$ cat src/rtl/stepper_move_ctrl.sv
// Four-phase unipolar stepper move controller: accepts move commands, steps the
// coils with a linear accel/decel ramp and tracks absolute signed position.
module stepper_move_ctrl #(
    parameter int unsigned STEP_W    = 16,
    parameter int unsigned POS_W     = 24,
    parameter int unsigned DIV_W     = 16,
    parameter int unsigned START_DIV = 2000,
    parameter int unsigned MIN_DIV   = 200,
    parameter int unsigned ACCEL_DEC = 50,
    parameter bit          HOLD_EN   = 1'b1
) (
    input  logic              clk,
    input  logic              reset,
    input  logic              cmd_valid,
    output logic              cmd_ready,
    input  logic              cmd_dir,
    input  logic [STEP_W-1:0] cmd_steps,
    input  logic [1:0]        cmd_mode,
    input  logic              enable,
    input  logic              abort,
    output logic [3:0]        coil,
    output logic              step_pulse,
    output logic              busy,
    output logic              done,
    output logic [POS_W-1:0]  position
);

    localparam int unsigned      EXT_W   = DIV_W + 2;
    localparam logic [DIV_W-1:0] START_P = DIV_W'(START_DIV);
    localparam logic [DIV_W-1:0] MIN_P   = DIV_W'(MIN_DIV);
    localparam logic [DIV_W-1:0] ACC_P   = DIV_W'(ACCEL_DEC);
    localparam logic [EXT_W-1:0] START_X = EXT_W'(START_DIV);
    localparam logic [EXT_W-1:0] MIN_X   = EXT_W'(MIN_DIV);
    localparam logic [EXT_W-1:0] ACC_X   = EXT_W'(ACCEL_DEC);

    typedef enum logic {IDLE, RUN} state_t;

    state_t            state;
    logic              dir;
    logic [1:0]        mode;
    logic [STEP_W-1:0] steps;
    logic [STEP_W-1:0] taken;
    logic [STEP_W-1:0] ramp;
    logic [DIV_W-1:0]  period;
    logic [DIV_W-1:0]  timer;
    logic [2:0]        idx;

    logic [2:0]        idx_align_c;
    logic [2:0]        idx_step_c;
    logic              step_due_c;
    logic [STEP_W-1:0] taken_inc_c;
    logic [STEP_W-1:0] remaining_c;
    logic [EXT_W-1:0]  period_x_c;
    logic [DIV_W-1:0]  period_slow_c;
    logic [DIV_W-1:0]  period_fast_c;

    function automatic logic [3:0] phase(input logic [2:0] i);
        case (i)
            3'd0:    phase = 4'b1000;
            3'd1:    phase = 4'b1100;
            3'd2:    phase = 4'b0100;
            3'd3:    phase = 4'b0110;
            3'd4:    phase = 4'b0010;
            3'd5:    phase = 4'b0011;
            3'd6:    phase = 4'b0001;
            default: phase = 4'b1001;
        endcase
    endfunction

    // Phase alignment, next phase, and saturating ramp arithmetic
    always_comb begin
        case (cmd_mode)
            2'd0:    idx_align_c = {idx[2:1], 1'b0};
            2'd2:    idx_align_c = idx;
            default: idx_align_c = {idx[2:1], 1'b1};
        endcase
        if (mode == 2'd2) begin
            idx_step_c = dir ? idx + 3'd1 : idx - 3'd1;
        end else begin
            idx_step_c = dir ? idx + 3'd2 : idx - 3'd2;
        end
        step_due_c    = (timer == period - DIV_W'(1));
        taken_inc_c   = taken + STEP_W'(1);
        remaining_c   = steps - taken_inc_c;
        period_x_c    = EXT_W'(period);
        period_slow_c = (period_x_c + ACC_X > START_X) ? START_P : period + ACC_P;
        period_fast_c = (period_x_c > MIN_X + ACC_X) ? period - ACC_P : MIN_P;
    end

    always_ff @(posedge clk) begin
        if (!reset) begin
            state      <= IDLE;
            cmd_ready  <= 1'b1;
            busy       <= 1'b0;
            done       <= 1'b0;
            step_pulse <= 1'b0;
            position   <= '0;
            idx        <= '0;
            coil       <= 4'b0000;
            dir        <= 1'b0;
            mode       <= 2'd0;
            steps      <= '0;
            taken      <= '0;
            ramp       <= '0;
            period     <= START_P;
            timer      <= '0;
        end else begin
            done       <= 1'b0;
            step_pulse <= 1'b0;
            case (state)
                IDLE: begin
                    if (cmd_valid) begin
                        dir    <= cmd_dir;
                        steps  <= cmd_steps;
                        mode   <= cmd_mode;
                        idx    <= idx_align_c;
                        period <= START_P;
                        timer  <= '0;
                        taken  <= '0;
                        ramp   <= '0;
                        if (cmd_steps == '0) begin
                            done <= 1'b1;
                            coil <= HOLD_EN ? phase(idx_align_c) : 4'b0000;
                        end else begin
                            state     <= RUN;
                            busy      <= 1'b1;
                            cmd_ready <= 1'b0;
                            coil      <= phase(idx_align_c);
                        end
                    end
                end
                RUN: begin
                    if (abort || taken == steps) begin
                        // Abort discards any step due this cycle
                        state     <= IDLE;
                        busy      <= 1'b0;
                        cmd_ready <= 1'b1;
                        done      <= 1'b1;
                        coil      <= HOLD_EN ? phase(idx) : 4'b0000;
                    end else if (enable) begin
                        if (step_due_c) begin
                            timer      <= '0;
                            idx        <= idx_step_c;
                            coil       <= phase(idx_step_c);
                            step_pulse <= 1'b1;
                            taken      <= taken_inc_c;
                            position   <= dir ? position + POS_W'(1) : position - POS_W'(1);
                            if (remaining_c <= ramp) begin
                                period <= period_slow_c;
                                ramp   <= (ramp == '0) ? '0 : ramp - STEP_W'(1);
                            end else if (period > MIN_P) begin
                                period <= period_fast_c;
                                ramp   <= ramp + STEP_W'(1);
                            end
                        end else begin
                            timer <= timer + DIV_W'(1);
                        end
                    end
                end
            endcase
        end
    end

endmodule

$ cat config.mk
export PLATFORM = sky130hd
export DESIGN_NAME = stepper_move_ctrl
export DESIGN_NICKNAME = d
export VERILOG_FILES = /design/src/rtl/stepper_move_ctrl.sv
export SDC_FILE = /design/constraint.sdc
export NUM_CORES = 1
export LEC_CHECK = 0
export ABC_AREA = 1
export CORE_MARGIN = 5
export CORE_UTILIZATION = 45
export CTS_BUF_LIST = sky130_fd_sc_hd__clkbuf_8
export CTS_CLUSTER_SIZE = 14
export DETAILED_ROUTE_END_ITERATION = 8
export PLACE_DENSITY = 0.61
export SLEW_MARGIN = 40
export SYNTH_ARGS = -nofsm -noshare
export SYNTH_HDL_FRONTEND = slang
export SYNTH_SLANG_ARGS = --single-unit
$ cat constraint.sdc
create_clock -name clk -period 4 [get_ports clk]
set_input_delay 0.4 -clock clk [delete_from_list [all_inputs] [get_ports clk]]
set_output_delay 0.4 -clock clk [all_outputs]
set_load 0.02 [all_outputs]
# ---- Word-level counts from Yosys, hierarchy flattened
# Index checks and enable logic that the tools add are counted.
dict set report totals {
  reg_bits 119
  inputBits 24
  out_inout_bits 32
}
dict set report op_classes {
  add_sub_neg 15
  order_cmp 4
  n_eq_ne 31
  mux 60
  n_bitwise 4
  n_reduce_logical 15
}
# operator n
set op_table {}
lappend op_table {{16-bit two-way mux} 21}
lappend op_table {{16-bit case mux with 2 select lines} 4}
lappend op_table {{4-bit case mux with 7 select lines} 3}
lappend op_table {{16-bit by 1-bit adder with 16-bit output (second input constant)} 3}
lappend op_table {{16-bit equality test} 2}
lappend op_table {{16-bit by 8-bit > comparator with 1-bit output (second input constant)} 2}
lappend op_table {{16-bit logical NOT} 2}
lappend op_table {{16-bit by 1-bit subtractor with 16-bit output (second input constant)} 2}
lappend op_table {{3-bit equality test (second input constant)} 9}
lappend op_table {{24-bit by 1-bit adder with 24-bit output (second input constant)} 1}
lappend op_table {{24-bit two-way mux} 1}
lappend op_table {{24-bit by 1-bit subtractor with 24-bit output (second input constant)} 1}
lappend op_table {{3-bit two-way mux} 7}
lappend op_table {{3-bit by 2-bit equality test with 1-bit output (second input constant)} 6}
lappend op_table {{16-bit by 6-bit adder with 17-bit output (second input constant)} 1}
lappend op_table {{17-bit by 11-bit > comparator with 1-bit output (second input constant)} 1}
lappend op_table {{16-bit by 6-bit adder with 16-bit output (second input constant)} 1}
lappend op_table {{16-bit less-or-equal comparator} 1}
lappend op_table {{4-bit two-way mux} 4}
lappend op_table {{16-bit subtractor} 1}
lappend op_table {{16-bit by 6-bit subtractor with 16-bit output (second input constant)} 1}
lappend op_table {{1-bit two-way mux} 13}
lappend op_table {{1-bit case mux with 2 select lines} 5}
lappend op_table {{3-bit by 1-bit equality test with 1-bit output (second input constant)} 3}
lappend op_table {{20 further kinds} 34}

# ---- Depth between registers and ports, before layout
# Gate-level depths: netlist of the first run.
dict set report logic_depth {
  depth_word 9
  depth_mapped 30
}

# ---- Least setup slack after synthesis of the first run
# Ideal clock, no wire load.
dict set report synth_timing {
  kind {register to register}
  startpoint {register taken[1]}
  endpoint {register ramp[13]}
  setup_time_ns 0.113
  arrival_time_ns 4.210
  slack_ns -0.323
  path_stages_with_launch 28
  n_path_buf 2
  synth_period_minus_slack_ns 4.323
  path_cell_list {dfxtp_1 > ha_1 > nand3_1 > nor3_1 > nand3_1 > nor2_1 > nand3_1 > nor2_1 > xor2_1 > ha_1 > a21oi_1 > o21bai_1 > a21oi_1 > o211ai_1 > xor2_1 > ha_1 > a21oi_1 > o21ai_0 > a21oi_1 > nand2_1 > nand2_1 > clkbuf_1 > clkbuf_1 > o21ai_0 > o21ai_0 > nor2_1 > nor2_1 > nor2_1}
}
dict set report synth_via {
  elab_chain_cells 8
  word_cells_on_any_way 13
  classes_between {add/sub: 2; order compare: 1; eq/ne: 3; mux: 5; reduce/logical: 2}
}
# element line
set synth_lines {}
lappend synth_lines {{from (decl)} 42} ;# logic [STEP_W-1:0] taken;
lappend synth_lines {{from (signal assigned)} 146} ;# taken <= taken_inc_c;
lappend synth_lines {{16-bit by 1-bit adder with 16-bit output} 83} ;# taken_inc_c = taken + STEP_W'(1);
lappend synth_lines {{16-bit subtractor} 84} ;# remaining_c = steps - taken_inc_c;
lappend synth_lines {{16-bit less-or-equal comparator} 148} ;# if (remaining_c <= ramp) begin
lappend synth_lines {{16-bit two-way mux} 148}
lappend synth_lines {{16-bit two-way mux} 141} ;# if (step_due_c) begin
lappend synth_lines {{16-bit two-way mux} 140} ;# end else if (enable) begin
lappend synth_lines {{16-bit two-way mux} 133} ;# if (abort || taken == steps) begin
lappend synth_lines {{16-bit case mux with 2 select lines} 110} ;# case (state)
lappend synth_lines {{to (signal assigned)} 150} ;# ramp <= (ramp == '0) ? '0 : ramp - STEP_W'(1);
lappend synth_lines {{to (signal assigned)} 153} ;# ramp <= ramp + STEP_W'(1);
lappend synth_lines {{to (decl)} 43} ;# logic [STEP_W-1:0] ramp;
# Parallel ways exist; a longest one is shown, timed or not. The select of a mux whose other input is x is not followed.
# A chain may end at the register's enable or synchronous reset.

# ---- Final worst setup path of the first run
dict set report layout_timing {
  startpoint {register taken[0]}
  endpoint {register period[8]}
}
dict set report layout_via {
  elab_chain_cells 8
  word_cells_on_any_way 13
  classes_between {add/sub: 2; order compare: 1; eq/ne: 3; mux: 5; reduce/logical: 2}
}
# element line
set layout_lines {}
lappend layout_lines {{16-bit by 1-bit adder with 16-bit output} 83}
lappend layout_lines {{16-bit subtractor} 84}
lappend layout_lines {{16-bit less-or-equal comparator} 148}
lappend layout_lines {{16-bit two-way mux} 148}
lappend layout_lines {{16-bit two-way mux} 141}
lappend layout_lines {{16-bit two-way mux} 140}
lappend layout_lines {{16-bit two-way mux} 133}
lappend layout_lines {{16-bit case mux with 2 select lines} 110}
lappend layout_lines {{to (signal assigned)} 149} ;# period <= period_slow_c;
lappend layout_lines {{to (signal assigned)} 152} ;# period <= period_fast_c;
lappend layout_lines {{to (decl)} 44} ;# logic [DIV_W-1:0] period;
# Parallel ways exist; a longest one is shown, timed or not. The select of a mux whose other input is x is not followed.

==> results of run 1 <==
layer usage:
metal / share of wire (%) / vias to the layer above / global-route usage, %
met5: 0 / - / 0
met4: 0.81 / 0 / 4.73
met3: 4.5 / 18 / 3.32
met1: 51 / 4935 / 32.7
li1: - / 5669 / -
met2: 44 / 241 / 35.5
final timing paths:
check           start        end  slack [ns]
max          taken[0]  period[8]       -0.21
min           mode[0]    mode[0]        0.48
max reg2reg  taken[0]  period[8]       -0.21
min reg2reg   mode[0]    mode[0]        0.48
worst max-delay path, cell delays in order, from the launching register on:
cell,delay [ns]
sky130_fd_sc_hd__dfxtp_2,0.36
sky130_fd_sc_hd__ha_4,0.15
sky130_fd_sc_hd__nand3_4,0.09
sky130_fd_sc_hd__nor3_4,0.19
sky130_fd_sc_hd__nand3_2,0.10
sky130_fd_sc_hd__buf_4,0.15
sky130_fd_sc_hd__buf_4,0.12
sky130_fd_sc_hd__xor2_1,0.15
sky130_fd_sc_hd__ha_1,0.36
sky130_fd_sc_hd__a21o_1,0.20
sky130_fd_sc_hd__buf_4,0.14
sky130_fd_sc_hd__a31oi_4,0.12
sky130_fd_sc_hd__o211ai_1,0.12
sky130_fd_sc_hd__xor2_1,0.18
sky130_fd_sc_hd__ha_1,0.35
sky130_fd_sc_hd__a21oi_2,0.14
sky130_fd_sc_hd__o21ai_2,0.07
sky130_fd_sc_hd__a21oi_2,0.14
sky130_fd_sc_hd__nand2_2,0.10
sky130_fd_sc_hd__nand2_4,0.09
sky130_fd_sc_hd__nor2_4,0.05
sky130_fd_sc_hd__nand2_4,0.10
sky130_fd_sc_hd__nand3_4,0.19
sky130_fd_sc_hd__clkbuf_16,0.25
sky130_fd_sc_hd__a21oi_1,0.12
sky130_fd_sc_hd__nand2_1,0.06
timing repair:
action                     CTS  global route
setup endpoints to repair   31            31
pin swaps                   28            20
resized for setup           45            51
hold buffers                 0             0
gates cloned                 1             2
buffers inserted            16             5
flip-flops by register name (all words and copies together) (netlist names), 2 cells and up:
| name | cells |
|---|---|
| position | 24 |
| ramp | 16 |
| steps | 16 |
| taken | 16 |
| timer | 16 |
| period | 15 |
| coil | 4 |
| idx | 3 |
| mode | 2 |
where the power goes:
group | switching, mW | internal [mW]
Combinational | 1.13 | 0.764
Sequential | 0.102 | 1.23
Clock | 0.650 | 0.479
metrics by stage:
step	hold slack, ns	utilization (%)	area, sq um	TNS [ns]
floorplan	0.435	-	10400	-0.313
global placement	0.461	51.1	11600	-4.50
detailed placement	0.460	51.1	11600	-7.83
CTS	0.454	54.2	12300	-3.95
global route	0.482	55.5	12600	-12.35
finish	0.476	55.5	12600	-5.04
layout by cell type (no fill, tap or decap), drive strengths merged, types with 7 or more instances in the layout:
cell type,instances
o21bai,9
inv,204
nor2,198
nand3,134
nand4,29
buf,92
nand2,435
a31oi,8
xnor2,20
xor2,68
nor3,34
clkbuf,19
clkdlybuf4s50,54
dfxtp,118
ha,69
clkinv,7
a21oi,115
nor4,12
o21ai,132
kinds of logic after synthesis:
family                   count (synthesis)  synth area share, %
AND/OR/NAND/NOR                        855                 36.1
buffers and inverters                  251                 10.0
flip-flops                             118                 22.9
multiplexers                             1               0.0970
XOR/XNOR                                88                 7.47
AO/OA/AOI/OAI                          282                 14.6
adder cells (fa/ha/maj)                 71                 8.75
layout make-up:
type,instances,area share [%]
inverter,196,5.85
multi-input combinational,1297,58.3
timing repair buffer,148,10.9
sequential,118,18.8
clock inverter,15,1.38
tap,285,2.84
clock buffer,17,1.86
==> summary.md, run 1 <==
| Metric | Value |
|---|---|
| Top-level port count | 56 |
| Pre-antenna DRT Iters | 5 |
| Number of DRC markers in iteration 0 | about 740 |
| Placeable core region | 22,600 sq um |
| Sequential cell area in the final layout | between 2000 and 2500 sq um |
| Crit path kind | reg -> reg |
| Status | finished, violations left |
| CP arrival | between 4 and 5 ns |
| Largest buffer count on any clock path | 2 |
| Residual DRC | 0 |
| Post-synthesis cell type with the largest combined area | sky130_fd_sc_hd__dfxtp_1 |
| Fraction of the cycle the final worst path needs | 105% |
| Diode count | 0 |
| Overall track demand over capacity in global routing | 22.5% |
| Yosys warnings | 0 |
| Most frequently used flop master after synthesis | sky130_fd_sc_hd__dfxtp_1 |
| Height of the die | 161 um |
| Total CTS buffers | 17 |
| Layout overhead on the synthesized area | 21.7% |
| Effective utilization at floorplan | roughly 46% |
| Die area | roughly 26,000 sq um |
| Critical-path maximum fanout | 6 |
| Slew Limit Headroom | 52.5% |
| Sequential share of the synthesized area | 22.9% |
| Number of distinct library cells after synthesis | 47 |
| Number of placed instances with taps included | 2,021 |
| Number of synthesized flops with an enable pin | 0 |
| Ratio of routed vias to standard cells | 5.23 |
| Number of nets at the end of the flow | 1,873 |
| Number of antenna violations at the first check in global routing | 0 |
| Number of cells traversed by the worst register-to-register path | 25 |
| Maximum frequency from static timing analysis | 0.238 GHz |
| Dominant cell by count in the synthesized netlist | sky130_fd_sc_hd__nand2_1 |
| Level count of the clock H-tree | 4 |
| Count of nets left with antenna violations after detail routing | 0 |
| Gate count after technology mapping | 1,666 |
| Violations in the final reports | negative setup slack |
| Layout cells sized above 1 | 14.2% |
| Cells on Worst Hold Path | 2 |
| Register bit total from synthesis | 118 |
| Shortest period the worst path allows | 4.21 ns |
| Final routed wirelength across all metal layers | roughly 30,000 um |
| Largest cells by area after synthesis | sky130_fd_sc_hd__dfxtp_1 (23%), sky130_fd_sc_hd__nand2_1 (15%), sky130_fd_sc_hd__ha_1 (8.4%), sky130_fd_sc_hd__inv_1 (6.8%), sky130_fd_sc_hd__nor2_1 (6.5%) |
| Final Max Tran Viols | 0 |
| Global route total overflow | 0 |
| Unrepaired setup endpoints after global routing | yes |
| Fraction of synthesized cell area taken by the top area cell type | between 20 and 25% |
| Power per cell area | 347 nW/um^2 |
| Via count of the first global-routing pass | 9,939 |
| Layout fillers | 2,299 |
| Global-route wire length before repair | 48,900 um |
| Number of cells in the finished layout apart from fillers | 2,076 |
| Multi-input gate area | 7330 sq um |
| Maximum number of pins on one net before global-route repair | 42 |
| Number of setup violations in the final report | 31 |
| Net count after synthesis | between 1,500 and 2,000 |
| Worst Max-Slew Pin Slew | 0.712 ns |
| Async set or reset register ratio after synthesis | 0% |
| Clock tree from TritonCTS | built |
| Clock root buffer | sky130_fd_sc_hd__clkbuf_8 |
| Leakage power figure | approximately 5.8 nW |
| Post-placement worst setup slack | -0.304 ns |
| Cell types with the highest counts after synthesis | sky130_fd_sc_hd__nand2_1 (424), sky130_fd_sc_hd__inv_1 (186), sky130_fd_sc_hd__nor2_1 (179), sky130_fd_sc_hd__nand3_1 (131), sky130_fd_sc_hd__dfxtp_1 (118) |
| Final Wtd Congestion | 0.915 |
| Final hold violation count | 0 |
| Clock Skew | about 0.027 ns |
| Clock-pin slew on the worst setup and hold paths | 0.09 ns |
| Number of sinks driven by the clock tree | about 120 |
| Required time reported for the critical path endpoint | 4.34 ns |
| IR drop worst, VDD | 0.194 mV |
| Port Buffers | 55 |
| Clock latency on the worst-skew pair | 0.46 ns |
| Floorplan die width | 161 um |
| Overall via count from detail_route | 10,900 |
| Worst hold path class | reg -> reg |
| Startpoint types | flop |
| Final worst-path setup slack | -0.207 ns |
| Avg Synthesized Cell Area | 6.20 sq um |
| Max-capacitance violation count | 0 |
| Cell Area, Synth | 10,300 sq um |
| Placed wire-length estimate | 22,200 um |
| Final Power | ~4.4 mW |
| Critical Path End Type | flop |
| Num rows | 55 |
| Average routed wire per standard cell | between 10 and 15 um |
No activity file was read; power rests on OpenSTA's default activity.
==> run 2: changes to the inputs <==
CORE_UTILIZATION = 40   (was 45)
PLACE_DENSITY = 0.55   (was 0.61)
==> summary.md, run 2 (same netlist as run 1, synthesis figures left out) <==
| Metric | Value |
|---|---|
| Ratio of routed vias to standard cells | around 5.1 |
| Crit path kind | reg -> reg |
| Critical Path End Type | flop |
| Slew Limit Headroom | a little over half |
| Layout fillers | ~2,700 |
| Met2 GRT Util | 32.8% |
| Grt met3 use | under 10% |
| Commonest cells after routing, fill and taps aside | sky130_fd_sc_hd__nand2_1 (401), sky130_fd_sc_hd__inv_1 (185), sky130_fd_sc_hd__nor2_1 (172) |
| Global route total overflow | 0 |
| Total CTS buffers | 17 |
| Clock latency on the worst-skew pair | between 0.4 and 0.5 ns |
| Leakage power figure | 5.83 nW |
| Final Max Tran Viols | 0 |
| Height of the die | around 170 um |
| GR Util met1 | 31.1% |
| Unrepaired setup endpoints after global routing | yes |
| Number of antenna violations at the first check in global routing | 0 |
| Global-route wire length before repair | 51,000 um |
| Level count of the clock H-tree | 4 |
| Overall track demand over capacity in global routing | 21.3% |
| Largest buffer count on any clock path | 2 |
| Final hold violation count | 0 |
| Max-capacitance violation count | 0 |
| Shortest period the worst path allows | 4.23 ns |
| Port Buffers | 55 |
| Via count of the first global-routing pass | 10,200 |
| Post-placement worst setup slack | -0.373 ns |
| Final Wtd Congestion | 0.911 |
| Maximum frequency from static timing analysis | 0.237 GHz |
| Final worst-path setup slack | -0.225 ns |
| Flip-flop count of the largest register after layout | 24 |
| Clock Skew | 0.0178 ns |
| Num rows | 58 |
| Diode count | 0 |
| Worst hold path class | reg -> reg |
| CP arrival | around 4.6 ns |
| Pre-antenna DRT Iters | 5 |
| Number of setup violations in the final report | 31 |
| Critical-path maximum fanout | 9 |
| Status | finished, violations left |
| Number of DRC markers in iteration 0 | between 900 and 1,000 |
| Clock-pin slew on the worst setup and hold paths | approximately 0.10 ns |
| Number of nets at the end of the flow | 1,877 |
| Violations in the final reports | negative setup slack |
| Final Cell Area | 12,700 sq um |
| Floorplan die width | 171 um |
| Number of sinks driven by the clock tree | between 100 and 150 |
| Final Power | 4.38 mW |
| Power per cell area | about 350 nW/um^2 |
| Register containing the most flip-flops in the final layout | position |
| Placed wire-length estimate | 23,000 um |
| Startpoint types | flop |
| Effective utilization at floorplan | roughly 41% |
| Final routed wirelength across all metal layers | 31,100 um |
| Worst Max-Slew Pin Slew | 0.698 ns |
| Placed instance area | approximately 12,000 sq um |
| Residual DRC | 0 |
| Layout cells sized above 1 | 14.4% |
| Most common cell after layout, fill and taps aside | sky130_fd_sc_hd__nand2_1 |
| Count of nets left with antenna violations after detail routing | 0 |
| Maximum number of pins on one net before global-route repair | 42 |
| CTS Hold Bufs | 0 |
| Layer with the highest usage | met2 |
| IR drop worst, VDD | approximately 0.20 mV |
| Clock root buffer | sky130_fd_sc_hd__clkbuf_8 |
| Die area | roughly 29,000 sq um |
| Layout overhead on the synthesized area | 22.6% |
| Core Util, Final | 50.0% |
| Clock tree from TritonCTS | built |
| Required time reported for the critical path endpoint | 4.35 ns |
| Average routed wire per standard cell | around 15 um |
| Overall via count from detail_route | 10,900 |
| Fraction of the cycle the final worst path needs | 106% |
| Placeable core region | 25,300 sq um |
| Top-level port count | 56 |
==> run 2: final cells by class <==
type	instances	area, sq um	area share (%)
Timing Repair Buffer	152	1380	10.9
Clock buffer	17	234	1.85
Multi-Input combinational cell	1297	7340	58.0
Tap cell	330	413	3.26
Inverter	196	736	5.81
Clock inverter	15	179	1.41
Sequential cell	118	2370	18.7
==> run 2: final timing paths <==
path	from	to	slack, ns	cells past startpoint
max reg2reg	taken[0]	period[8]	-0.23	24
min	mode[0]	mode[0]	0.47	2
max	taken[0]	period[8]	-0.23	24
min reg2reg	mode[0]	mode[0]	0.47	2
==> run 2: layer usage <==
layer	share of wire [%]	vias up
met1	51	4936
met5	0	-
met3	5.5	30
met2	43	266
li1	-	5675
met4	1.4	0
==> run 2: report_power, final <==
group          total, mW  switching (mW)  internal, mW
logic               1.83            1.11         0.728
registers           1.34           0.103          1.23
clock network       1.21           0.635         0.580
total               4.38            1.84          2.54
==> run 2: stage by stage <==
| step | instances | TNS, ns | hold slack, ns |
|---|---|---|---|
| 6_report | 2125 | -5.92 | 0.474 |
| 4_1_cts | 2110 | -6.11 | 0.463 |
| 2_1_floorplan | 1666 | -0.313 | 0.435 |
| 3_5_place_dp | 2067 | -10.58 | 0.462 |
| 5_1_grt | 2125 | -15.30 | 0.486 |
| 3_3_place_gp | 2067 | -10.58 | 0.462 |
==> run 2: what timing repair did <==
item,in CTS,in global routing
setup endpoints to repair,31,31
gates resized for setup,25,66
pin swaps,9,36
setup buffers,11,13
cloned,0,2
==> run 2: critical path: stages, from the launching register on <==
cell and delay [ns]:
sky130_fd_sc_hd__dfxtp_4 0.38, sky130_fd_sc_hd__ha_4 0.15, sky130_fd_sc_hd__nand3_4 0.08, sky130_fd_sc_hd__nor3_4 0.15, sky130_fd_sc_hd__nand3_2 0.14, sky130_fd_sc_hd__buf_6 0.14
sky130_fd_sc_hd__buf_4 0.12, sky130_fd_sc_hd__xor2_2 0.19, sky130_fd_sc_hd__ha_4 0.25, sky130_fd_sc_hd__a21o_1 0.21, sky130_fd_sc_hd__buf_4 0.13, sky130_fd_sc_hd__a31oi_1 0.16
sky130_fd_sc_hd__o211ai_1 0.13, sky130_fd_sc_hd__xor2_1 0.18, sky130_fd_sc_hd__ha_1 0.34, sky130_fd_sc_hd__nand2_2 0.11, sky130_fd_sc_hd__nor2_4 0.12, sky130_fd_sc_hd__nand4_1 0.20
sky130_fd_sc_hd__nand2_4 0.18, sky130_fd_sc_hd__nor2_4 0.06, sky130_fd_sc_hd__nand2_4 0.11, sky130_fd_sc_hd__nand3_4 0.16, sky130_fd_sc_hd__clkbuf_16 0.24, sky130_fd_sc_hd__a21oi_1 0.12
sky130_fd_sc_hd__nand2_1 0.06
